`src/rtl/conv_pkg.sv`:
```
// Shared constants and the int8 saturation helper for the conv post-processing blocks.
package conv_pkg;

  localparam int unsigned ACC_W  = 20;
  localparam int unsigned BIAS_W = 16;
  localparam int unsigned Q_W    = 8;
  localparam int unsigned LANES  = 4;
  localparam int          QMAX   = 127;
  localparam int          QMIN   = -128;

  localparam int unsigned SUM_W  = ACC_W + 1;
  localparam int unsigned RND_W  = ACC_W + 2;
  localparam int unsigned WORD_W = Q_W * LANES;

  // Optional ReLU followed by clamp to [QMIN, QMAX].
  function automatic logic [Q_W-1:0] sat_q8(input logic signed [RND_W-1:0] v, input logic relu);
    logic [Q_W-1:0] q;
    if (relu && (int'(v) < 0)) q = '0;
    else if (int'(v) > QMAX)   q = Q_W'(QMAX);
    else if (int'(v) < QMIN)   q = Q_W'(QMIN);
    else                       q = Q_W'(v);
    return q;
  endfunction

endpackage

```
`src/rtl/sync_fifo_fwft.sv`:
```
// First-word-fall-through FIFO; head entry is visible whenever not empty.
module sync_fifo_fwft #(
  parameter int unsigned DEPTH = 8,
  parameter int unsigned WIDTH = 33
) (
  input  logic                     clk,
  input  logic                     rst,
  input  logic                     iPush,
  input  logic [WIDTH-1:0]         iData,
  input  logic                     iPop,
  output logic [WIDTH-1:0]         oHead,
  output logic                     oFull,
  output logic                     oEmpty,
  output logic [$clog2(DEPTH):0]   oCount
);

  localparam int unsigned AW = $clog2(DEPTH);

  logic [WIDTH-1:0] mem [DEPTH];
  logic [AW-1:0]    wrPtr, rdPtr;
  logic [AW:0]      count;
  logic             wrEn, rdEn;

  assign oEmpty = (count == '0);
  assign oFull  = (count == (AW+1)'(DEPTH));
  assign oCount = count;
  assign oHead  = mem[rdPtr];

  // A push into a full FIFO is accepted only when the head leaves the same cycle.
  assign rdEn = iPop & ~oEmpty;
  assign wrEn = iPush & (~oFull | rdEn);

  always_ff @(posedge clk) begin
    if (wrEn) mem[wrPtr] <= iData;
  end

  always_ff @(posedge clk or posedge rst) begin
    if (rst) begin
      wrPtr <= '0;
      rdPtr <= '0;
      count <= '0;
    end else begin
      if (wrEn) wrPtr <= wrPtr + AW'(1);
      if (rdEn) rdPtr <= rdPtr + AW'(1);
      case ({wrEn, rdEn})
        2'b10:   count <= count + (AW+1)'(1);
        2'b01:   count <= count - (AW+1)'(1);
        default: count <= count;
      endcase
    end
  end

endmodule

```
`src/rtl/conv_post_quant.sv`:
```
// Bias add, round/shift, ReLU and int8 saturation on four MAC lanes, buffered
// in a FWFT FIFO with frame-end tagging and sticky overflow.
module conv_post_quant
  import conv_pkg::*;
#(
  parameter int unsigned DEPTH     = 8,
  parameter int unsigned NUM_WORDS = 1024,
  parameter int unsigned CW        = 11
) (
  input  logic              clk,
  input  logic              rst,
  input  logic              vld_i,
  input  logic [ACC_W-1:0]  iAcc0,
  input  logic [ACC_W-1:0]  iAcc1,
  input  logic [ACC_W-1:0]  iAcc2,
  input  logic [ACC_W-1:0]  iAcc3,
  input  logic [BIAS_W-1:0] iBias,
  input  logic [4:0]        iShift,
  input  logic              iRelu,
  input  logic              iRdy,
  input  logic              iClrOvf,
  output logic              oVld,
  output logic [WORD_W-1:0] oData,
  output logic              oLast,
  output logic              oAfull,
  output logic              oOvf
);

  localparam int unsigned CNT_W = $clog2(DEPTH) + 1;

  logic signed [ACC_W-1:0] acc [LANES];
  logic signed [SUM_W-1:0] s1Sum [LANES];
  logic signed [RND_W-1:0] s2R [LANES];
  logic                    s1Vld, s1Relu, s2Vld, s2Relu;
  logic [4:0]              s1Shift;

  logic [WORD_W-1:0] pushData, holdData;
  logic [WORD_W:0]   fHead;
  logic              fFull, fEmpty, pop, accept, drop, lastTag;
  logic [CNT_W-1:0]  fCount;
  logic [CW-1:0]     frameCnt;

  assign acc[0] = iAcc0;
  assign acc[1] = iAcc1;
  assign acc[2] = iAcc2;
  assign acc[3] = iAcc3;

  // Per-stage control travels with the data so parameters may change per word.
  always_ff @(posedge clk or posedge rst) begin
    if (rst) begin
      s1Vld   <= 1'b0;
      s1Relu  <= 1'b0;
      s1Shift <= '0;
      s2Vld   <= 1'b0;
      s2Relu  <= 1'b0;
    end else begin
      s1Vld <= vld_i;
      s2Vld <= s1Vld;
      if (vld_i) begin
        s1Relu  <= iRelu;
        s1Shift <= (iShift > 5'd20) ? 5'd20 : iShift;
      end
      if (s1Vld) s2Relu <= s1Relu;
    end
  end

  for (genvar g = 0; g < int'(LANES); g++) begin : gLane
    logic signed [RND_W-1:0] ext, rnd, tmp, rVal;

    always_ff @(posedge clk or posedge rst) begin
      if (rst) s1Sum[g] <= '0;
      else if (vld_i) s1Sum[g] <= SUM_W'(acc[g]) + SUM_W'($signed(iBias));
    end

    // Round half toward +inf, then arithmetic shift.
    always_comb begin
      ext = RND_W'(s1Sum[g]);
      rnd = '0;
      if (s1Shift != 5'd0) rnd = RND_W'(1) <<< (s1Shift - 5'd1);
      tmp  = ext + rnd;
      rVal = tmp >>> s1Shift;
    end

    always_ff @(posedge clk or posedge rst) begin
      if (rst) s2R[g] <= '0;
      else if (s1Vld) s2R[g] <= rVal;
    end

    assign pushData[g*Q_W +: Q_W] = sat_q8(s2R[g], s2Relu);
  end

  assign pop     = ~fEmpty & iRdy;
  assign accept  = s2Vld & (~fFull | pop);
  assign drop    = s2Vld & fFull & ~pop;
  assign lastTag = (frameCnt == CW'(NUM_WORDS - 1));

  sync_fifo_fwft #(
    .DEPTH (DEPTH),
    .WIDTH (WORD_W + 1)
  ) uFifo (
    .clk    (clk),
    .rst    (rst),
    .iPush  (s2Vld),
    .iData  ({lastTag, pushData}),
    .iPop   (pop),
    .oHead  (fHead),
    .oFull  (fFull),
    .oEmpty (fEmpty),
    .oCount (fCount)
  );

  // Frame index advances only on words actually stored.
  always_ff @(posedge clk or posedge rst) begin
    if (rst) begin
      frameCnt <= '0;
      holdData <= '0;
      oOvf     <= 1'b0;
    end else begin
      if (accept) frameCnt <= lastTag ? '0 : frameCnt + CW'(1);
      if (pop) holdData <= fHead[WORD_W-1:0];
      if (drop) oOvf <= 1'b1;
      else if (iClrOvf) oOvf <= 1'b0;
    end
  end

  assign oVld   = ~fEmpty;
  assign oData  = fEmpty ? holdData : fHead[WORD_W-1:0];
  assign oLast  = ~fEmpty & fHead[WORD_W];
  assign oAfull = (fCount >= CNT_W'(DEPTH - 3));

endmodule
```
`config.mk`:
```
export PLATFORM = sky130hd
export DESIGN_NAME = conv_post_quant
export DESIGN_NICKNAME = d
export VERILOG_FILES = /design/src/rtl/conv_pkg.sv /design/src/rtl/sync_fifo_fwft.sv /design/src/rtl/conv_post_quant.sv
export SDC_FILE = /design/constraint.sdc
export NUM_CORES = 1
export LEC_CHECK = 0
export ABC_AREA = 0
export CAP_MARGIN = 15
export CORE_ASPECT_RATIO = 1.1
export CORE_MARGIN = 4
export CORE_UTILIZATION = 30
export CTS_BUF_LIST = sky130_fd_sc_hd__clkbuf_8 sky130_fd_sc_hd__clkbuf_16
export CTS_CLUSTER_SIZE = 20
export DETAILED_ROUTE_END_ITERATION = 10
export GPL_TIMING_DRIVEN = 0
export SKIP_CTS_REPAIR_TIMING = 1
export SYNTH_ARGS = -nofsm -noshare
export SYNTH_HDL_FRONTEND = slang
export SYNTH_HIERARCHICAL = 1
export SYNTH_SLANG_ARGS = --single-unit
```
`constraint.sdc`:
```
create_clock -name clk -period 6.4 [get_ports clk]
set_input_delay 0.64 -clock clk [delete_from_list [all_inputs] [get_ports clk]]
set_output_delay 0.64 -clock clk [all_outputs]
set_load 0.005 [all_outputs]
```
==> Yosys cells after proc, flatten, opt, wreduce, memory -nomap -nowiden <==
Memories as Yosys holds them, arrays and structs flattened.
Cells that the tools add are included.
{ "op_classes": {"addsub": 14, "mul": 0, "n_div": 0, "n_lt_le_gt_ge": 14, "n_eq_ne": 4, "shift": 5, "n_mux": 21, "bitwise_logic": 12, "n_reduce_logical": 8} }
{ "op_table": {"columns": ["op", "n"], "rows": [
  ["$mux 8", 12],
  ["$add 21x22->22", 4],
  ["$gt 22x8->1 const B", 4],
  ["$lt 22x1->1 const B", 4],
  ["$lt 22x8->1 const B", 4],
  ["$sshr 22x5->22", 4],
  ["$add 20x16->21", 4],
  ["$mux 32", 1],
  ["$mux 22", 1],
  ["$sshl 2x5->22 const A", 1],
  ["$add 11x1->11 const B", 1],
  ["$eq 11x10->1 const B", 1],
  ["$mux 11", 1],
  ["$pmux 4 s2", 1],
  ["$and 1x1->1", 7],
  ["$add 3x1->3 const B", 2],
  ["$gt 5x5->1 const B", 1],
  ["$mux 5", 1],
  ["$reduce_bool 5->1", 1],
  ["$sub 5x1->5 const B", 1],
  ["$add 4x1->4 const B", 1],
  ["$eq 4x4->1 const B", 1],
  ["$ge 4x3->1 const B", 1],
  ["$logic_and 1x1->1", 4],
  ["8 further kinds", 15]
]} }
{ "totals": {"ff_bits": 235, "latch_bits": 0, "mem_bits_rw": 264, "mem_bits_ro": 0, "inputBits": 107, "output_inout_bits": 36, "elab_cells": 98, "mem_count": 1} }
{ "mem_list": {"columns": ["memory", "words", "width", "read_ports", "rd_ports_with_merged_regs", "wr", "line", "text"], "rows": [
  ["uFifo.mem", 8, 33, 1, 0, 1, "sync_fifo_fwft.sv:19", "logic [WIDTH-1:0] mem [DEPTH];"]
]} }

==> Logic depth before layout (Yosys ltp) <==
{ "logic_depth": {"word_depth": 8, "mapped_depth": 23, "depth_no_buf": 17} }

==> By module <==
The synthesis kept the hierarchy.
{ "by_module_without_submodules": {"columns": ["module", "n_inst", "cells_each", "area_per_inst_um2", "seq_area_each_um2"], "rows": [
  ["conv_post_quant", 1, 2913, 23616.4, 5630.4],
  ["sync_fifo_fwft", 1, 454, 10696.5, 8177.8]
]} }

==> Worst setup path after synthesis <==
No wires, ideal clock.
{ "synth_timing": {"path_kind": "flip-flop to flip-flop", "from": "register s1Shift[1]", "to": "register s2R[3] (netlist bit)", "setup_ps": 126, "t_arrival_ps": 4995, "t_required_ps": 6274, "path_slack_ps": 1279, "stages_incl_launch_ff": 22, "path_buffers": 8, "synth_period_minus_slack_ps": 5121, "cell_sequence": "dfrtp_1 -> buf_2 -> buf_6 -> buf_2 -> clkbuf_1 -> clkbuf_1 -> buf_1 -> clkbuf_1 -> nor3_1 -> ha_1 -> clkbuf_1 -> a21oi_1 -> nor3_1 -> o31a_1 -> o31ai_2 -> o22ai_1 -> a21o_1 -> o41ai_2 -> xor2_1 -> o21ai_1 -> a311o_1 -> o32a_1"} }
{ "synth_between": {"elab_chain_len": 5, "word_cells_on_any_way": 6, "classes_between": "add/sub: 2; shift: 2; mux: 1; reduce/logical: 1"} }
{ "synth_lines": {"columns": ["item", "line", "text"], "rows": [
  ["from (decl)", "conv_post_quant.sv:35", "logic [4:0] s1Shift;"],
  ["from (signal assigned)", "conv_post_quant.sv:61", "s1Shift <= (iShift > 5'd20) ? 5'd20 : iShift;"],
  ["$sub 5x1->5", "conv_post_quant.sv:79", "if (s1Shift != 5'd0) rnd = RND_W'(1) <<< (s1Shift - 5'd1);"],
  ["$sshl 2x5->22", "conv_post_quant.sv:79", null],
  ["$mux 22", "conv_post_quant.sv:79", null],
  ["$add 21x22->22", "conv_post_quant.sv:80", "tmp = ext + rnd;"],
  ["$sshr 22x5->22 (*)", "conv_post_quant.sv:81", "rVal = tmp >>> s1Shift;"],
  ["to (signal, indexed assignment)", "conv_post_quant.sv:86", "else if (s1Vld) s2R[g] <= rVal;"],
  ["to (decl)", "conv_post_quant.sv:33", "logic signed [RND_W-1:0] s2R [LANES];"]
]} }
Mark *: on every way between the ends. The rest lies on a longest branch, timed or not.
A chain may end at the register's enable or synchronous reset.

==> Worst setup path in the final report <==
{ "layout_timing": {"from": "register s1Shift[2]", "to": "register s2R[73] (netlist bit)"} }
The elaborated chain is that of the path after synthesis.

==> results summary <==
The synthesis-to-layout area growth is 17.0%. Tracing the worst setup path back leads to its startpoint at s1Shift[2]$_DFFE_PP0P_. The detailed placer's ending HPWL came out at approximately 110,000 um. In the final design database the tool counted 3,833 nets.

The highest attainable clock frequency came out at 156 MHz. After global routing, the most crowded layer is met2. The detailed-route vias per instance is 5.79. Dividing total power by cell area gives a power density of 355 nW/um^2. In this run the worst setup path terminates at s2R[73]$_DFFE_PP0P_.

The number of different library cells used by synthesis comes to between 100 and 150. The yosys synthesis warning count came out at 6. The x dimension of the die came out at 330 um.

The total number of placement rows is 129. The overall die height is 363 um. The overall track demand over capacity in global routing is 22.3%. The leakage power summed over all cells is ~15 nW. The net count after synthesis came out at 3,608. The finished cells cover ~40,000 um^2. The post-placement worst setup slack is -1.75 ns. The relative slew slack is 17.9%. The clock latency of the later-clocked register in the worst-skew pair came out at 0.67 ns. The first-iteration detailed-routing DRC count came out at 3,317. The number of inserted filler cells in the final layout is about 11,000. Max-cap violations in this run came to 0. The largest net degree at the start of global routing is 41. The initial utilization of the core area, before any placement, comes to 30.4%. The post-detailed-route count of antenna-violating nets is 0. The leading register cell type out of synthesis is sky130_fd_sc_hd__edfxtp_1. The tree is rooted in a sky130_fd_sc_hd__clkbuf_16.

The shortest clock period the worst path allows after layout came out at 6.40 ns. The final number of max-transition violations came out at 0. The first detailed-routing pass ran for 7 iterations. The clock net in this run drives a total of 499 sinks. The level count of the clock H-tree is 2. Clock-pin slew was measured on the worst setup and hold paths at about 0.060 ns. The met1 usage is 29.0%. Setup repair after global routing left no endpoint under its margin. The number of instances in the placed design came out at 5,039. The final clock period utilization by the worst path is 100%. The largest voltage drop on the vdd net came out at 0.000300 V. The final antenna diode count is 0. The final setup violation count is 0. The number of remaining DRC errors came out at 0. In this run the biggest area consumer among cell types represents 23.1% of the synthesized area.

The end-of-flow core utilization came out at between 30 and 40%. The reg2reg setup slack came out at 0.003 ns. Input and output buffers added on the ports amount to between 100 and 150. The post-synthesis cell area is 34,300 um^2. The number of vias in the routed layout is 29,800. The wire length of the first global-routing pass came out at 199,000 um. The arrival time at the worst endpoint is 6.92 ns. The die covers 120,000 um^2. The placed cell area is 38,100 um^2. The endpoint of the most critical register-to-register path is s2R[73]$_DFFE_PP0P_.

The path type of the worst setup path is flip-flop to flip-flop. Routability-driven placement finished with a final weighted congestion of 1.06. The run finished with clean final reports. Yosys attributes the largest share of cell area to sky130_fd_sc_hd__edfxtp_1 23%, sky130_fd_sc_hd__dfrtp_1 17%, sky130_fd_sc_hd__mux4_2 5.1%. The number of failing hold endpoints at the final stage is 0. The maximum buffer depth of the clock tree came out at 3. Summed over all layers, the global routing overflow is 0.

The count of non-filler cells in the finished layout is 5,143. STA puts the critical path data required time at 6.92 ns. Measured in cells, the most critical reg-to-reg path has a length of 19.

The category of the worst setup path capture point is a flip-flop. After detailed routing, the average wire length per cell comes to 26.8 um. The worst setup path is launched from a flip-flop. Synthesis inferred 499 register bits. The area of the multi-input gates is ~19,000 um^2. The minimum hold slack is 0.395 ns. The TritonCTS buffer count is 54.

The biggest area contributor in the post-synthesis netlist is sky130_fd_sc_hd__edfxtp_1. Between clock sinks in the finished design, the worst skew comes to about 0.043 ns. The detailed-route wire length came out at around 140,000 um. The sequential element share of the synthesized area came out at 40.2%. The number of top-level design ports is 143. Synthesis produced a netlist whose cell count is between 3,000 and 4,000. Of all nets on the critical path, the largest fanout is 10. The number of synthesized flops with an enable pin is 264. The CTS tree is done. The worst hold path belongs to the class input port to asynchronous set/reset pin. The core box area is approximately 110,000 um^2. Of all flip-flops after synthesis, the portion carrying an async set or reset was 47.1%. The worst path meets setup with 0.00297 ns of slack. The number of antenna violations at the first check in global routing is 0. The reg-to-reg startpoint is s1Shift[2]$_DFFE_PP0P_. Global routing consumed, on the met2 layer, 35.6% of the routing resources. The register area is 13,800 um^2. In this run the mean area of a mapped cell was 10.2 um^2. The number of global-route vias before repair came out at 29,000.

The share of layout cells above drive strength 1 is ~14%. The slew at the pin closest to its max-slew limit is 1.20 ns. The met3 usage in global routing came out at 3.52%.
state kept, by name (all words and copies together), names as in the netlist, 3 cells and up:
register,flops
frameCnt,11
uFifo/rdPtr,3
s2R,88
uFifo/oCount,4
s1Shift,5
uFifo/mem,264
uFifo/wrPtr,3
holdData,32
gLane.ext,84
layout by cell type, fill, tap and decap left out, drive strengths merged, types with 17 or more instances in the layout:
cell           netlist  final
nand2              321    321
nor2               285    285
edfxtp             264    264
dfrtp              235    235
a21oi              200    200
clkbuf             137    198
o21ai              175    175
clkdlybuf4s50        0    142
mux2               142    142
xnor2              139    139
ha                 129    129
buf                 78    100
inv                 79     91
mux4                77     77
nor3                72     72
nand3               69     69
xor2                59     59
a21o                56     56
a211oi              56     56
mux2i               55     55
o21a                52     52
a31oi               43     43
and2                40     40
o211ai              35     35
nor2b               33     33
nand2b              29     29
o221ai              27     27
clkinv               2     24
or3                 23     23
o22ai               23     23
a221oi              23     23
nand4               22     22
and3                20     20
nor4                20     20
a2111oi             19     19
o31ai               17     17
or2                 17     17
how the worst min path moves through the flow:
stage,from,endpoint,slack [ns],cells after the start
floorplan,s1Vld$_DFF_PP0_,s2Vld$_DFF_PP0_,0.35,0
global placement,holdData[29]$_DFFE_PP0P_,holdData[29]$_DFFE_PP0P_,0.46,2
global route,rst,uFifo/oCount[0]$_DFFE_PP0P_,0.39,2
finish,rst,uFifo/oCount[0]$_DFFE_PP0P_,0.40,2
CTS,rst,uFifo/oCount[0]$_DFFE_PP0P_,0.37,2
detailed placement,holdData[11]$_DFFE_PP0P_,holdData[11]$_DFFE_PP0P_,0.46,2
per-layer routing:
metal  vias up  wire length, um
met1     14600            56300
li1      13200                -
met3       433            10400
met5         -                0
met4         0             9310
met2      1573            61600
metrics by stage:
step	power (mW)	setup TNS (ns)
finish	14.3	0
global route	14.9	0
CTS	14.2	-100.73
detailed placement	10.9	-98.11
global placement	10.8	-210.29
floorplan	8.52	0
worst max-delay path: stages (launching register included):
cell	delay, ns
sky130_fd_sc_hd__dfrtp_1	0.50
sky130_fd_sc_hd__buf_4	0.25
sky130_fd_sc_hd__buf_6	0.19
sky130_fd_sc_hd__clkbuf_4	0.33
sky130_fd_sc_hd__inv_1	0.21
sky130_fd_sc_hd__clkbuf_1	0.33
sky130_fd_sc_hd__clkbuf_2	0.37
sky130_fd_sc_hd__nor3_4	0.40
sky130_fd_sc_hd__ha_1	0.30
sky130_fd_sc_hd__clkbuf_1	0.22
sky130_fd_sc_hd__a41o_1	0.33
sky130_fd_sc_hd__maj3_1	0.41
sky130_fd_sc_hd__a221oi_2	0.32
sky130_fd_sc_hd__o31ai_4	0.19
sky130_fd_sc_hd__xnor2_2	0.36
sky130_fd_sc_hd__o221ai_2	0.28
sky130_fd_sc_hd__and4_1	0.30
sky130_fd_sc_hd__a31oi_1	0.32
sky130_fd_sc_hd__o221ai_1	0.28
sky130_fd_sc_hd__o32a_1	0.35
where the power goes:
| group | total, mW | switching, mW | internal [mW] |
|---|---|---|---|
| Combinational | 6.40 | 3.68 | 2.72 |
| Clock | 3.22 | 1.37 | 1.85 |
| Sequential | 4.65 | 0.441 | 4.21 |
area by class of cell:
| class | instances | area share, % |
|---|---|---|
| multi-input combinational | 2572 | 48.4 |
| sequential | 499 | 34.4 |
| tap | 1506 | 4.69 |
| timing repair buffer | 171 | 4.60 |
| clock buffer | 56 | 3.44 |
| buffer | 213 | 2.56 |
| clock inverter | 45 | 1.11 |
| inverter | 81 | 0.767 |
Yosys cell counts, types with 16 or more instances:
cell and n:
sky130_fd_sc_hd__and3_1 20, sky130_fd_sc_hd__nand2b_1 29, sky130_fd_sc_hd__xor2_1 57, sky130_fd_sc_hd__nand3_1 69, sky130_fd_sc_hd__mux2_2 118, sky130_fd_sc_hd__a221oi_1 21, sky130_fd_sc_hd__o22ai_1 22, sky130_fd_sc_hd__mux4_2 77
sky130_fd_sc_hd__buf_2 32, sky130_fd_sc_hd__o21a_1 51, sky130_fd_sc_hd__dfrtp_1 235, sky130_fd_sc_hd__and2_1 39, sky130_fd_sc_hd__buf_1 30, sky130_fd_sc_hd__ha_1 129, sky130_fd_sc_hd__edfxtp_1 264, sky130_fd_sc_hd__clkbuf_1 137
sky130_fd_sc_hd__nor2b_1 33, sky130_fd_sc_hd__nor2_1 277, sky130_fd_sc_hd__nor3_1 71, sky130_fd_sc_hd__o21ai_0 166, sky130_fd_sc_hd__inv_1 78, sky130_fd_sc_hd__nand2_1 321, sky130_fd_sc_hd__a211oi_1 48, sky130_fd_sc_hd__mux2_4 23
sky130_fd_sc_hd__mux2i_1 53, sky130_fd_sc_hd__o221ai_1 26, sky130_fd_sc_hd__a21oi_1 197, sky130_fd_sc_hd__o211ai_1 33, sky130_fd_sc_hd__a21o_1 56, sky130_fd_sc_hd__nor4_1 18, sky130_fd_sc_hd__a31oi_1 40, sky130_fd_sc_hd__nand4_1 22
sky130_fd_sc_hd__or3_1 23, sky130_fd_sc_hd__a211o_1 16, sky130_fd_sc_hd__xnor2_1 135
cells by family after synthesis:
family	Yosys count	share of synthesized area, %
AND/OR/NAND/NOR	1027	14.6
AO/OA/AOI/OAI	932	19.3
flip-flops	499	40.2
buffers and inverters	296	3.77
multiplexers	274	11.6
XOR/XNOR	200	5.35
adder cells (fa/ha/maj)	139	5.14
Note: power is estimated with default switching activity, not from simulation.
